`config.mk`:
```
export PLATFORM = sky130hd
export DESIGN_NAME = tty_char_writer_flat
export DESIGN_NICKNAME = d
export VERILOG_FILES = /design/src/rtl/tty_pkg.sv /design/src/rtl/tty_char_writer_if.sv /design/src/rtl/tty_block_sequencer.sv /design/src/rtl/tty_char_writer.sv /design/src/flat_wrapper.sv
export SDC_FILE = /design/constraint.sdc
export NUM_CORES = 1
export LEC_CHECK = 0
export ABC_AREA = 1
export ABC_CLOCK_PERIOD_IN_PS = 1850
export CAP_MARGIN = 30
export CORE_MARGIN = 2
export CORE_UTILIZATION = 41
export CTS_BUF_LIST = sky130_fd_sc_hd__clkbuf_4 sky130_fd_sc_hd__clkbuf_8 sky130_fd_sc_hd__clkbuf_16
export CTS_CLUSTER_DIAMETER = 200
export DETAILED_ROUTE_END_ITERATION = 16
export PLACE_DENSITY = 0.75
export RECOVER_POWER = 25
export SYNTH_ARGS = -nofsm -noshare
export SYNTH_HDL_FRONTEND = slang
export SYNTH_SLANG_ARGS = --single-unit
```
`constraint.sdc`:
```
create_clock -name clk_i -period 1.85 [get_ports clk_i]
set_input_delay 0.4625 -clock clk_i [delete_from_list [all_inputs] [get_ports clk_i]]
set_output_delay 0.4625 -clock clk_i [all_outputs]
set_load 0.01 [all_outputs]
```
`src/rtl/tty_pkg.sv`:
```
// Shared types and constants for the glass-TTY character writer.
package tty_pkg;

  localparam int unsigned DEF_COLS = 128;
  localparam int unsigned DEF_ROWS = 32;
  localparam int unsigned MEM_AW   = 11;
  localparam int unsigned MEM_DW   = 64;

  localparam logic [7:0] CHAR_BS    = 8'h08;
  localparam logic [7:0] CHAR_TAB   = 8'h09;
  localparam logic [7:0] CHAR_LF    = 8'h0A;
  localparam logic [7:0] CHAR_FF    = 8'h0C;
  localparam logic [7:0] CHAR_CR    = 8'h0D;
  localparam logic [7:0] CHAR_SPACE = 8'h20;
  localparam logic [7:0] PRINT_LO   = 8'h20;
  localparam logic [7:0] PRINT_HI   = 8'h7E;

  localparam logic [MEM_DW-1:0] WORD_SPACES = {8{CHAR_SPACE}};

  typedef enum logic [2:0] {
    ST_IDLE,
    ST_EXEC,
    ST_SCROLL_RD,
    ST_SCROLL_WR,
    ST_SCROLL_CLR,
    ST_CLEAR
  } tty_state_e;

  function automatic logic is_printable(input logic [7:0] c);
    return (c >= PRINT_LO) && (c <= PRINT_HI);
  endfunction

endpackage

```
`src/rtl/tty_char_writer_if.sv`:
```
// Byte stream, character RAM port b and cursor status of the TTY writer.
interface tty_char_writer_if import tty_pkg::*; #(
  parameter int unsigned COLS = DEF_COLS,
  parameter int unsigned ROWS = DEF_ROWS
);
  localparam int unsigned CW = $clog2(COLS);
  localparam int unsigned RW = $clog2(ROWS);

  logic [7:0]        char_i;
  logic              char_valid_i;
  logic              char_ready_o;
  logic              mem_en_o;
  logic [7:0]        mem_we_o;
  logic [MEM_AW-1:0] mem_addr_o;
  logic [MEM_DW-1:0] mem_wdata_o;
  logic [MEM_DW-1:0] mem_rdata_i;
  logic [CW-1:0]     cursor_col_o;
  logic [RW-1:0]     cursor_row_o;
  logic              busy_o;

  // Byte source / RAM side
  modport master (
    output char_i, char_valid_i, mem_rdata_i,
    input  char_ready_o, mem_en_o, mem_we_o, mem_addr_o, mem_wdata_o,
           cursor_col_o, cursor_row_o, busy_o
  );

  // Writer side
  modport slave (
    input  char_i, char_valid_i, mem_rdata_i,
    output char_ready_o, mem_en_o, mem_we_o, mem_addr_o, mem_wdata_o,
           cursor_col_o, cursor_row_o, busy_o
  );
endinterface

```
`src/rtl/tty_block_sequencer.sv`:
```
// Word-index walker for block copies and fills; optional read-then-write per word.
module tty_block_sequencer import tty_pkg::*; #(
  parameter int unsigned RESET_LEN    = 512,
  parameter int unsigned RD_OFFSET    = 16,
  parameter bit          START_ACTIVE = 1'b1
) (
  input  logic              clk_i,
  input  logic              rst_ni,
  input  logic              start,
  input  logic [MEM_AW-1:0] base,
  input  logic [MEM_AW-1:0] len,
  input  logic              rw_mode,
  output logic [MEM_AW-1:0] addr_c,
  output logic              done_c
);

  logic              active_q;
  logic              rd_phase_q;
  logic              rw_mode_q;
  logic [MEM_AW-1:0] base_q;
  logic [MEM_AW-1:0] len_q;
  logic [MEM_AW-1:0] cnt_q;

  // Read phase fetches the source word RD_OFFSET ahead of the destination
  assign addr_c = base_q + cnt_q + (rd_phase_q ? MEM_AW'(RD_OFFSET) : '0);
  assign done_c = active_q && !rd_phase_q && (cnt_q == len_q - MEM_AW'(1));

  always_ff @(posedge clk_i or negedge rst_ni) begin
    if (!rst_ni) begin
      active_q   <= START_ACTIVE;
      rd_phase_q <= 1'b0;
      rw_mode_q  <= 1'b0;
      base_q     <= '0;
      len_q      <= MEM_AW'(RESET_LEN);
      cnt_q      <= '0;
    end else if (start) begin
      active_q   <= 1'b1;
      rd_phase_q <= rw_mode;
      rw_mode_q  <= rw_mode;
      base_q     <= base;
      len_q      <= len;
      cnt_q      <= '0;
    end else if (active_q) begin
      if (rd_phase_q) begin
        rd_phase_q <= 1'b0;
      end else if (done_c) begin
        active_q <= 1'b0;
      end else begin
        cnt_q      <= cnt_q + MEM_AW'(1);
        rd_phase_q <= rw_mode_q;
      end
    end
  end

endmodule

```
`src/rtl/tty_char_writer.sv`:
```
// Glass-TTY front end: decodes a byte stream into character RAM writes,
// cursor motion, scroll-up and full-screen clear.
module tty_char_writer import tty_pkg::*; #(
  parameter int unsigned COLS           = DEF_COLS,
  parameter int unsigned ROWS           = DEF_ROWS,
  parameter bit          CLEAR_ON_RESET = 1'b1
) (
  input logic               clk_i,
  input logic               rst_ni,
  tty_char_writer_if.slave  bus
);

  localparam int unsigned CW        = $clog2(COLS);
  localparam int unsigned RW        = $clog2(ROWS);
  localparam int unsigned WB        = CW - 3;
  localparam int unsigned W         = COLS / 8;
  localparam int unsigned TOTAL     = ROWS * W;
  localparam int unsigned COPY_LEN  = (ROWS - 1) * W;
  localparam int unsigned LAST_BASE = (ROWS - 1) * W;

  tty_state_e        state_q;
  logic [7:0]        ch_q;
  logic [CW-1:0]     col_q;
  logic [RW-1:0]     row_q;
  logic              ready_q;
  logic              busy_q;
  logic              mem_en_q;
  logic [7:0]        mem_we_q;
  logic [MEM_AW-1:0] mem_addr_q;
  logic [MEM_DW-1:0] wdata_q;
  logic              copy_q;

  logic              printable_c;
  logic              adv_c;
  logic              scroll_c;
  logic [CW-1:0]     col_nx_c;

  logic              seq_start_c;
  logic [MEM_AW-1:0] seq_base_c;
  logic [MEM_AW-1:0] seq_len_c;
  logic              seq_rw_c;
  logic [MEM_AW-1:0] seq_addr_c;
  logic              seq_done_c;

  // Cursor motion for the latched byte
  always_comb begin
    col_nx_c    = col_q;
    adv_c       = 1'b0;
    printable_c = is_printable(ch_q);
    if (printable_c) begin
      if (col_q == CW'(COLS - 1)) begin
        col_nx_c = '0;
        adv_c    = 1'b1;
      end else begin
        col_nx_c = col_q + CW'(1);
      end
    end else begin
      case (ch_q)
        CHAR_CR:  col_nx_c = '0;
        CHAR_LF:  adv_c = 1'b1;
        CHAR_BS:  if (col_q != '0) col_nx_c = col_q - CW'(1);
        CHAR_TAB: begin
          col_nx_c = {col_q[CW-1:3] + WB'(1), 3'b000};
          adv_c    = &col_q[CW-1:3];
        end
        CHAR_FF:  col_nx_c = '0;
        default:  ;
      endcase
    end
    scroll_c = adv_c && (row_q == RW'(ROWS - 1));
  end

  // Block-operation launches: full clear, scroll copy, then last-row fill
  always_comb begin
    seq_start_c = 1'b0;
    seq_base_c  = '0;
    seq_len_c   = MEM_AW'(TOTAL);
    seq_rw_c    = 1'b0;
    if (state_q == ST_EXEC) begin
      if (ch_q == CHAR_FF) begin
        seq_start_c = 1'b1;
      end else if (scroll_c) begin
        seq_start_c = 1'b1;
        seq_len_c   = MEM_AW'(COPY_LEN);
        seq_rw_c    = 1'b1;
      end
    end else if (state_q == ST_SCROLL_WR && seq_done_c) begin
      seq_start_c = 1'b1;
      seq_base_c  = MEM_AW'(LAST_BASE);
      seq_len_c   = MEM_AW'(W);
    end
  end

  tty_block_sequencer #(
    .RESET_LEN    (TOTAL),
    .RD_OFFSET    (W),
    .START_ACTIVE (CLEAR_ON_RESET)
  ) u_seq (
    .clk_i   (clk_i),
    .rst_ni  (rst_ni),
    .start   (seq_start_c),
    .base    (seq_base_c),
    .len     (seq_len_c),
    .rw_mode (seq_rw_c),
    .addr_c  (seq_addr_c),
    .done_c  (seq_done_c)
  );

  always_ff @(posedge clk_i or negedge rst_ni) begin
    if (!rst_ni) begin
      state_q    <= CLEAR_ON_RESET ? ST_CLEAR : ST_IDLE;
      ready_q    <= ~CLEAR_ON_RESET;
      busy_q     <= CLEAR_ON_RESET;
      ch_q       <= '0;
      col_q      <= '0;
      row_q      <= '0;
      mem_en_q   <= 1'b0;
      mem_we_q   <= '0;
      mem_addr_q <= '0;
      wdata_q    <= '0;
      copy_q     <= 1'b0;
    end else begin
      mem_en_q <= 1'b0;
      mem_we_q <= '0;
      copy_q   <= 1'b0;
      case (state_q)
        ST_IDLE: begin
          if (bus.char_valid_i) begin
            ch_q    <= bus.char_i;
            ready_q <= 1'b0;
            state_q <= ST_EXEC;
          end
        end
        ST_EXEC: begin
          col_q <= col_nx_c;
          if (printable_c) begin
            mem_en_q   <= 1'b1;
            mem_we_q   <= 8'b1 << col_q[2:0];
            mem_addr_q <= MEM_AW'({row_q, col_q[CW-1:3]});
            wdata_q    <= {8{ch_q}};
          end
          if (ch_q == CHAR_FF) begin
            row_q   <= '0;
            busy_q  <= 1'b1;
            state_q <= ST_CLEAR;
          end else if (scroll_c) begin
            busy_q  <= 1'b1;
            state_q <= ST_SCROLL_RD;
          end else begin
            if (adv_c) row_q <= row_q + RW'(1);
            ready_q <= 1'b1;
            state_q <= ST_IDLE;
          end
        end
        ST_SCROLL_RD: begin
          mem_en_q   <= 1'b1;
          mem_addr_q <= seq_addr_c;
          state_q    <= ST_SCROLL_WR;
        end
        ST_SCROLL_WR: begin
          // Write data is forwarded straight from the read port next cycle
          mem_en_q   <= 1'b1;
          mem_we_q   <= 8'hFF;
          mem_addr_q <= seq_addr_c;
          copy_q     <= 1'b1;
          state_q    <= seq_done_c ? ST_SCROLL_CLR : ST_SCROLL_RD;
        end
        ST_SCROLL_CLR, ST_CLEAR: begin
          mem_en_q   <= 1'b1;
          mem_we_q   <= 8'hFF;
          mem_addr_q <= seq_addr_c;
          wdata_q    <= WORD_SPACES;
          if (seq_done_c) begin
            busy_q  <= 1'b0;
            ready_q <= 1'b1;
            state_q <= ST_IDLE;
          end
        end
        default: begin
          busy_q  <= 1'b0;
          ready_q <= 1'b1;
          state_q <= ST_IDLE;
        end
      endcase
    end
  end

  assign bus.char_ready_o = ready_q;
  assign bus.busy_o       = busy_q;
  assign bus.mem_en_o     = mem_en_q;
  assign bus.mem_we_o     = mem_we_q;
  assign bus.mem_addr_o   = mem_addr_q;
  assign bus.mem_wdata_o  = copy_q ? bus.mem_rdata_i : wdata_q;
  assign bus.cursor_col_o = col_q;
  assign bus.cursor_row_o = row_q;

endmodule
```
`src/flat_wrapper.sv`:
```
// flat-port wrapper written by rule: the top's interface ports become plain ports
module tty_char_writer_flat import tty_pkg::*;
#(
  parameter int unsigned COLS           = DEF_COLS,
  parameter int unsigned ROWS           = DEF_ROWS,
  parameter bit          CLEAR_ON_RESET = 1'b1
)
  (clk_i, rst_ni, bus_char_i, bus_char_valid_i, bus_mem_rdata_i, bus_char_ready_o, bus_mem_en_o, bus_mem_we_o, bus_mem_addr_o, bus_mem_wdata_o, bus_cursor_col_o, bus_cursor_row_o, bus_busy_o);
  tty_char_writer_if #(.COLS(COLS), .ROWS(ROWS)) bus_i ();
  input logic clk_i;
  input logic rst_ni;
  input wire logic [$bits(bus_i.char_i)-1:0] bus_char_i;
  input wire logic [$bits(bus_i.char_valid_i)-1:0] bus_char_valid_i;
  input wire logic [$bits(bus_i.mem_rdata_i)-1:0] bus_mem_rdata_i;
  output wire logic [$bits(bus_i.char_ready_o)-1:0] bus_char_ready_o;
  output wire logic [$bits(bus_i.mem_en_o)-1:0] bus_mem_en_o;
  output wire logic [$bits(bus_i.mem_we_o)-1:0] bus_mem_we_o;
  output wire logic [$bits(bus_i.mem_addr_o)-1:0] bus_mem_addr_o;
  output wire logic [$bits(bus_i.mem_wdata_o)-1:0] bus_mem_wdata_o;
  output wire logic [$bits(bus_i.cursor_col_o)-1:0] bus_cursor_col_o;
  output wire logic [$bits(bus_i.cursor_row_o)-1:0] bus_cursor_row_o;
  output wire logic [$bits(bus_i.busy_o)-1:0] bus_busy_o;
  assign bus_i.char_i = bus_char_i;
  assign bus_i.char_valid_i = bus_char_valid_i;
  assign bus_i.mem_rdata_i = bus_mem_rdata_i;
  assign bus_char_ready_o = bus_i.char_ready_o;
  assign bus_mem_en_o = bus_i.mem_en_o;
  assign bus_mem_we_o = bus_i.mem_we_o;
  assign bus_mem_addr_o = bus_i.mem_addr_o;
  assign bus_mem_wdata_o = bus_i.mem_wdata_o;
  assign bus_cursor_col_o = bus_i.cursor_col_o;
  assign bus_cursor_row_o = bus_i.cursor_row_o;
  assign bus_busy_o = bus_i.busy_o;
  tty_char_writer #(.COLS(COLS), .ROWS(ROWS), .CLEAR_ON_RESET(CLEAR_ON_RESET)) u_core (.clk_i(clk_i), .rst_ni(rst_ni), .bus(bus_i));
endmodule
```
== Word-level counts from Yosys, hierarchy flattened ==
Index checks and enable logic that the tools add are counted.
Storage, ports and cells
  output and inout port bits: 98
  word-level logic and storage cells: 142
  input bits: 75
  register bits: 146
Operators by class
  eq/ne operators: 23
  order comparisons: 2
  shifts and indexed selects: 1
  bitwise operators: 2
  mux-type cells: 60
  reductions and logical operators: 29
  add/sub/neg operators: 8
Operators by type and width (count)
  $mux 64: 2
  $pmux 64 s2: 1
  $mux 11: 8
  $eq 8x4->1 const B: 5
  $mux 1: 25
  $pmux 11 s2: 1
  $mux 7: 3
  $pmux 7 s3: 1
  $mux 10: 2
  $mux 5: 4
  $pmux 8 s2: 1
  $pmux 3 s5: 1
  $mux 3: 4
  $reduce_and 3->1: 4
  $add 11x1->11 const B: 1
  $add 11x11->11: 1
  $add 11x5->11: 1
  $eq 11x11->1: 1
  $sub 11x1->11 const B: 1
  $mux 9: 1
  $ge 8x6->1 const B: 1
  $le 8x7->1 const B: 1
  $mux 8: 1
  $ne 2x1->1 const B: 4
  30 further kinds: 50

== Longest topological paths before layout ==
  depth after elaboration: 9
  mapped depth: 16
  gate-level depth less buffers: 16

== Cells and area by module ==
From an unflattened synthesis, not the netlist that was laid out.
Second synthesis, totals
  cell total of the unflattened synthesis: 848
  area, all modules: 6040.8 µm²
By module, submodules not included
  tty_char_writer: area each 3465.8 µm², cells an instance 491, instances 1
  tty_block_sequencer: area each 2575.0 µm², cells an instance 357, instances 1

== Least setup slack after synthesis ==
Ideal clock, no wire load.
  path kind: reg-to-reg
  from: reg u_core.u_seq.base_q[7]
  to: reg u_core.mem_addr_q[9] (netlist: u_core.bus.mem_addr_o[9])
  stages on the path, launching flop included: 8
  data required time: 1.754 ns
  setup slack: -0.030 ns
  arrival time: 1.784 ns
  buffers on the path: 0
  path through: dfrtp_1 ha_1 ha_1 fa_1 nand3_1 nand2_1 xor2_1 o31ai_1
On the way
  cells in the longest elaborated chain, start to end: 3
Ends and longest elaborated chain
  from (decl): line tty_block_sequencer.sv:20  | logic [MEM_AW-1:0] base_q;
  from (signal assigned): line tty_block_sequencer.sv:40  | base_q <= base;
  $add 11x11->11: line tty_block_sequencer.sv:25  | assign addr_c = base_q + cnt_q + (rd_phase_q ? MEM_AW'(RD_OFFSET) : '0);
  $add 11x5->11: line tty_block_sequencer.sv:25
  $pmux 11 s2: line tty_char_writer.sv:126  | case (state_q)
  to (signal assigned): line tty_char_writer.sv:139  | mem_addr_q <= MEM_AW'({row_q, col_q[CW-1:3]});
  to (signal assigned): line tty_char_writer.sv:157  | mem_addr_q <= seq_addr_c;
  to (signal assigned): line tty_char_writer.sv:164  | mem_addr_q <= seq_addr_c;
  to (decl): line tty_char_writer.sv:29  | logic [MEM_AW-1:0] mem_addr_q;
No other way between the ends.
A chain may end at the register's enable or synchronous reset.

==> flow_summary.toml <==
[status]
status = "complete, but fails checks"
violations = "setup timing"

[cts]
clockBufferDepth = 2
h-tree-depth = 3
path_clk_slew_ns = 0.06
clock-root-buffer = "clkbuf_16"
cts_made_buffers = 9
clkLatencyLatePin_ns = 0.34
clock_sinks = 71
tritoncts = "yes"

[detailed_routing]
drtIter0Drc = 362
drcViolationCount = 0
wire_per_inst_um = 18.2
viasPerCell = 5.35
firstDrtPassIters = 7
vias = 5660
wirelength_mm = 19.2
ant_nets = 0

[critical_path]
crit_path_top_delay_cell = "dfrtp_1"
reg2reg_setup_slack_ns = -0.24
crit_arrival_ns = 2.32
max_stage_delay_ns = 0.40
cp-end-kind = "flop"
path_buf_inv = 1
critPathLaunchType = "flop"
crit_type = "reg2reg"
r2r_end = "u_core.bus.char_ready_o"
critPathRequiredTime_ns = 2.08
crit_path_cell_trace = "inv_2, ha_4, nand2_4, nand2_2, nor2_2, nand2_1, nor2_2, nand2_4, nand2_4, o21ai_4, nor2_2, nand2_1, nand2_1, nand2_1"
critPathTopFamily = "simple AND/OR/NAND/NOR gates"
r2r-start = "u_core.u_seq.rw_mode_q"
reg2reg_depth = 14
worst_path_most_repeated_cell = "nand2_1"
critPathMaxFanout = 5

[place]
place.gp.congestion = 0.910
place_hpwl_mm = 13.2
port_buffers = 172

[sta]
rsz0062_at_grt = "true"
slew_headroom_pct = 29.4
worstMarginPinSlew_ns = 1.06
finalCritPeriodShare_pct = 113
drv_slew = 0
finalHoldViolations = 0
setup_viol = 69
max_freq_ghz = 0.478
worst_slack_ns = -0.241
fin_worst_skew_ns = 0.00866
period_minus_slack_ns = 2.09

[synthesis]
synth_cell_types = 47
seq_area_frac_synth_pct = 37.5
yosysWarnings = 0
yosys.area.top_type = "dfrtp_1"
syn_inst = 661
yosysMostFrequentCell = "nand2_1"
synth_seq_cells = 71
synth-main-ff-cell = "dfrtp_1"
synth_edf_count = 0
syn_nets = 764
async_flop_share_pct = 100
netlist_area_um2 = 4750
syn-mean-instance-area_um2 = 7.19
yosysTopAreaCellShare_pct = 34.7
ys_top_cells_by_area = "dfrtp_1 35%, nand2_1 21%, ha_1 6.8%"
yosys-top-cells-count = "267 x nand2_1, 66 x dfrtp_1, 61 x nor2_1, 44 x inv_1, 40 x nand3_1"

[floorplan]
die_area_um2 = 12500
start_util_pct = 41.8
core_region_area_um2 = 11400
ios = 173
dieHeight_um = 112
die_x_um = 112
core.rowCount = 39

[grt]
antenna_found_initial = 0
top_usage_layer = "met2"
grt_max_degree = 34
overflow = 0
grt_pass1_wl_mm = 27.5
use_met3_pct = 5.12
grt_pass1_vias = 5426
met1_usage_pct = 32.8
grt_usage_pct = 27.4
met2_usage_pct = 49.7

[cells_and_area]
area_growth_pct = 75.3
utilization_pct = 73.3
drive_above_1_share_pct = 36.4
antennaDiodeCount = 0
final_nets = 1013

[pwr]
total_power_uw = 3740
power_leakage_uw = 0.00425
vdd_ir_drop_max_v = 0.000460
powerDensity_nw_per_um2 = 449

[job]
maxCapViolCount = 0

[hold_path]
hold_class = "in2async"
[worst max path at each step]
stage | cells after the start | startpoint | slack [ns] | end
after floorplan | 7 | u_core.u_seq.base_q[7] | 0.02 | u_core.bus.mem_addr_o[9]
after global placement | 4 | bus_mem_rdata_i[52] | -0.35 | bus_mem_wdata_o[52]
after detailed placement | 4 | bus_mem_rdata_i[52] | -0.33 | bus_mem_wdata_o[52]
after CTS | 7 | u_core.copy_q | -0.11 | bus_mem_wdata_o[9]
after global routing | 14 | u_core.u_seq.rw_mode_q | -0.32 | u_core.bus.char_ready_o
final | 14 | u_core.u_seq.rw_mode_q | -0.24 | u_core.bus.char_ready_o
[cell type report]
| class | instances | area, um^2 |
|---|---|---|
| multi-input combinational | 518 | 3360 |
| sequential | 71 | 1790 |
| fill | 751 | 3040 |
| clock inverter | 1 | 5.00 |
| tap | 143 | 179 |
| clock buffer | 15 | 283 |
| inverter | 60 | 251 |
| timing repair buffer | 250 | 2460 |
[cells in the final DEF (no fill, tap or decap), types with 18 or more instances in the layout]
cell	count
nand3_1	35
clkdlybuf4s50_1	103
buf_2	24
buf_6	56
inv_2	18
dfrtp_1	60
nand2_2	26
nor2_1	49
inv_1	35
nand2_1	200
nand2_4	42
buf_4	47
o21ai_0	24
[per-layer routing]
layer	vias up	wire length (um)
met5	-	0
met4	0	730
met3	66	1260
met2	252	10100
met1	2728	7130
li1	2614	-
[repair_timing]
item                       CTS  global route
buffers inserted            20            13
gates resized for setup    328           201
setup endpoints to repair   90            93
pin swaps                   32            41
cloned                       1             2
hold buffers                 0             0
[worst register-to-register path, delay by kind of cell, from the launching register on]
family / cells / cell delay [ns]
adder cells (fa/ha/maj): 1 / 0.25
buffers and inverters: 1 / 0.14
AO/OA/AOI/OAI: 1 / 0.09
flip-flops: 1 / 0.40
AND/OR/NAND/NOR: 11 / 1.08
[report_power, final]
part	internal, uW	switching [uW]	leakage [uW]	total, uW
Sequential	1550	0	0.000892	1550
Clock	1040	645	0.000148	1680
Combinational	288	218	0.00321	506
Total	2880	862	0.00425	3740
[flip-flops by register name, indices dropped and copies added, names as in the netlist, 2 cells and up]
name                     flops
u_core.u_seq.len_q           2
u_core.bus.mem_addr_o       11
u_core.ch_q                  8
u_core.state_q               3
u_core.wdata_q               8
u_core.bus.cursor_col_o      7
u_core.u_seq.cnt_q          11
u_core.bus.cursor_row_o      5
u_core.bus.mem_we_o          8
[kinds of logic after synthesis]
| group | count (synthesis) | share of synthesized area [%] |
|---|---|---|
| simple gates | 403 | 36.6 |
| compound gates | 69 | 8.47 |
| mux | 4 | 0.947 |
| buf+inv | 72 | 6.21 |
| xor+xnor | 14 | 2.58 |
| flops | 71 | 37.5 |
| fa+ha+maj | 28 | 7.68 |
[metrics by stage]
step | TNS, ns | std cells | setup WS, ns | hold WS (ns) | cell area (um^2)
global route | -13.90 | 1058 | -0.321 | 0.389 | 8330
CTS | -1.75 | 1045 | -0.113 | 0.105 | 7540
global placement | -14.37 | 1009 | -0.352 | 0.444 | 7020
floorplan | 0 | 661 | 0.0202 | 0.167 | 4770
finish | -8.01 | 1058 | -0.241 | 0.289 | 8330
detailed placement | -15.31 | 1009 | -0.331 | 0.456 | 7020
(Power assumes the default switching activity.)
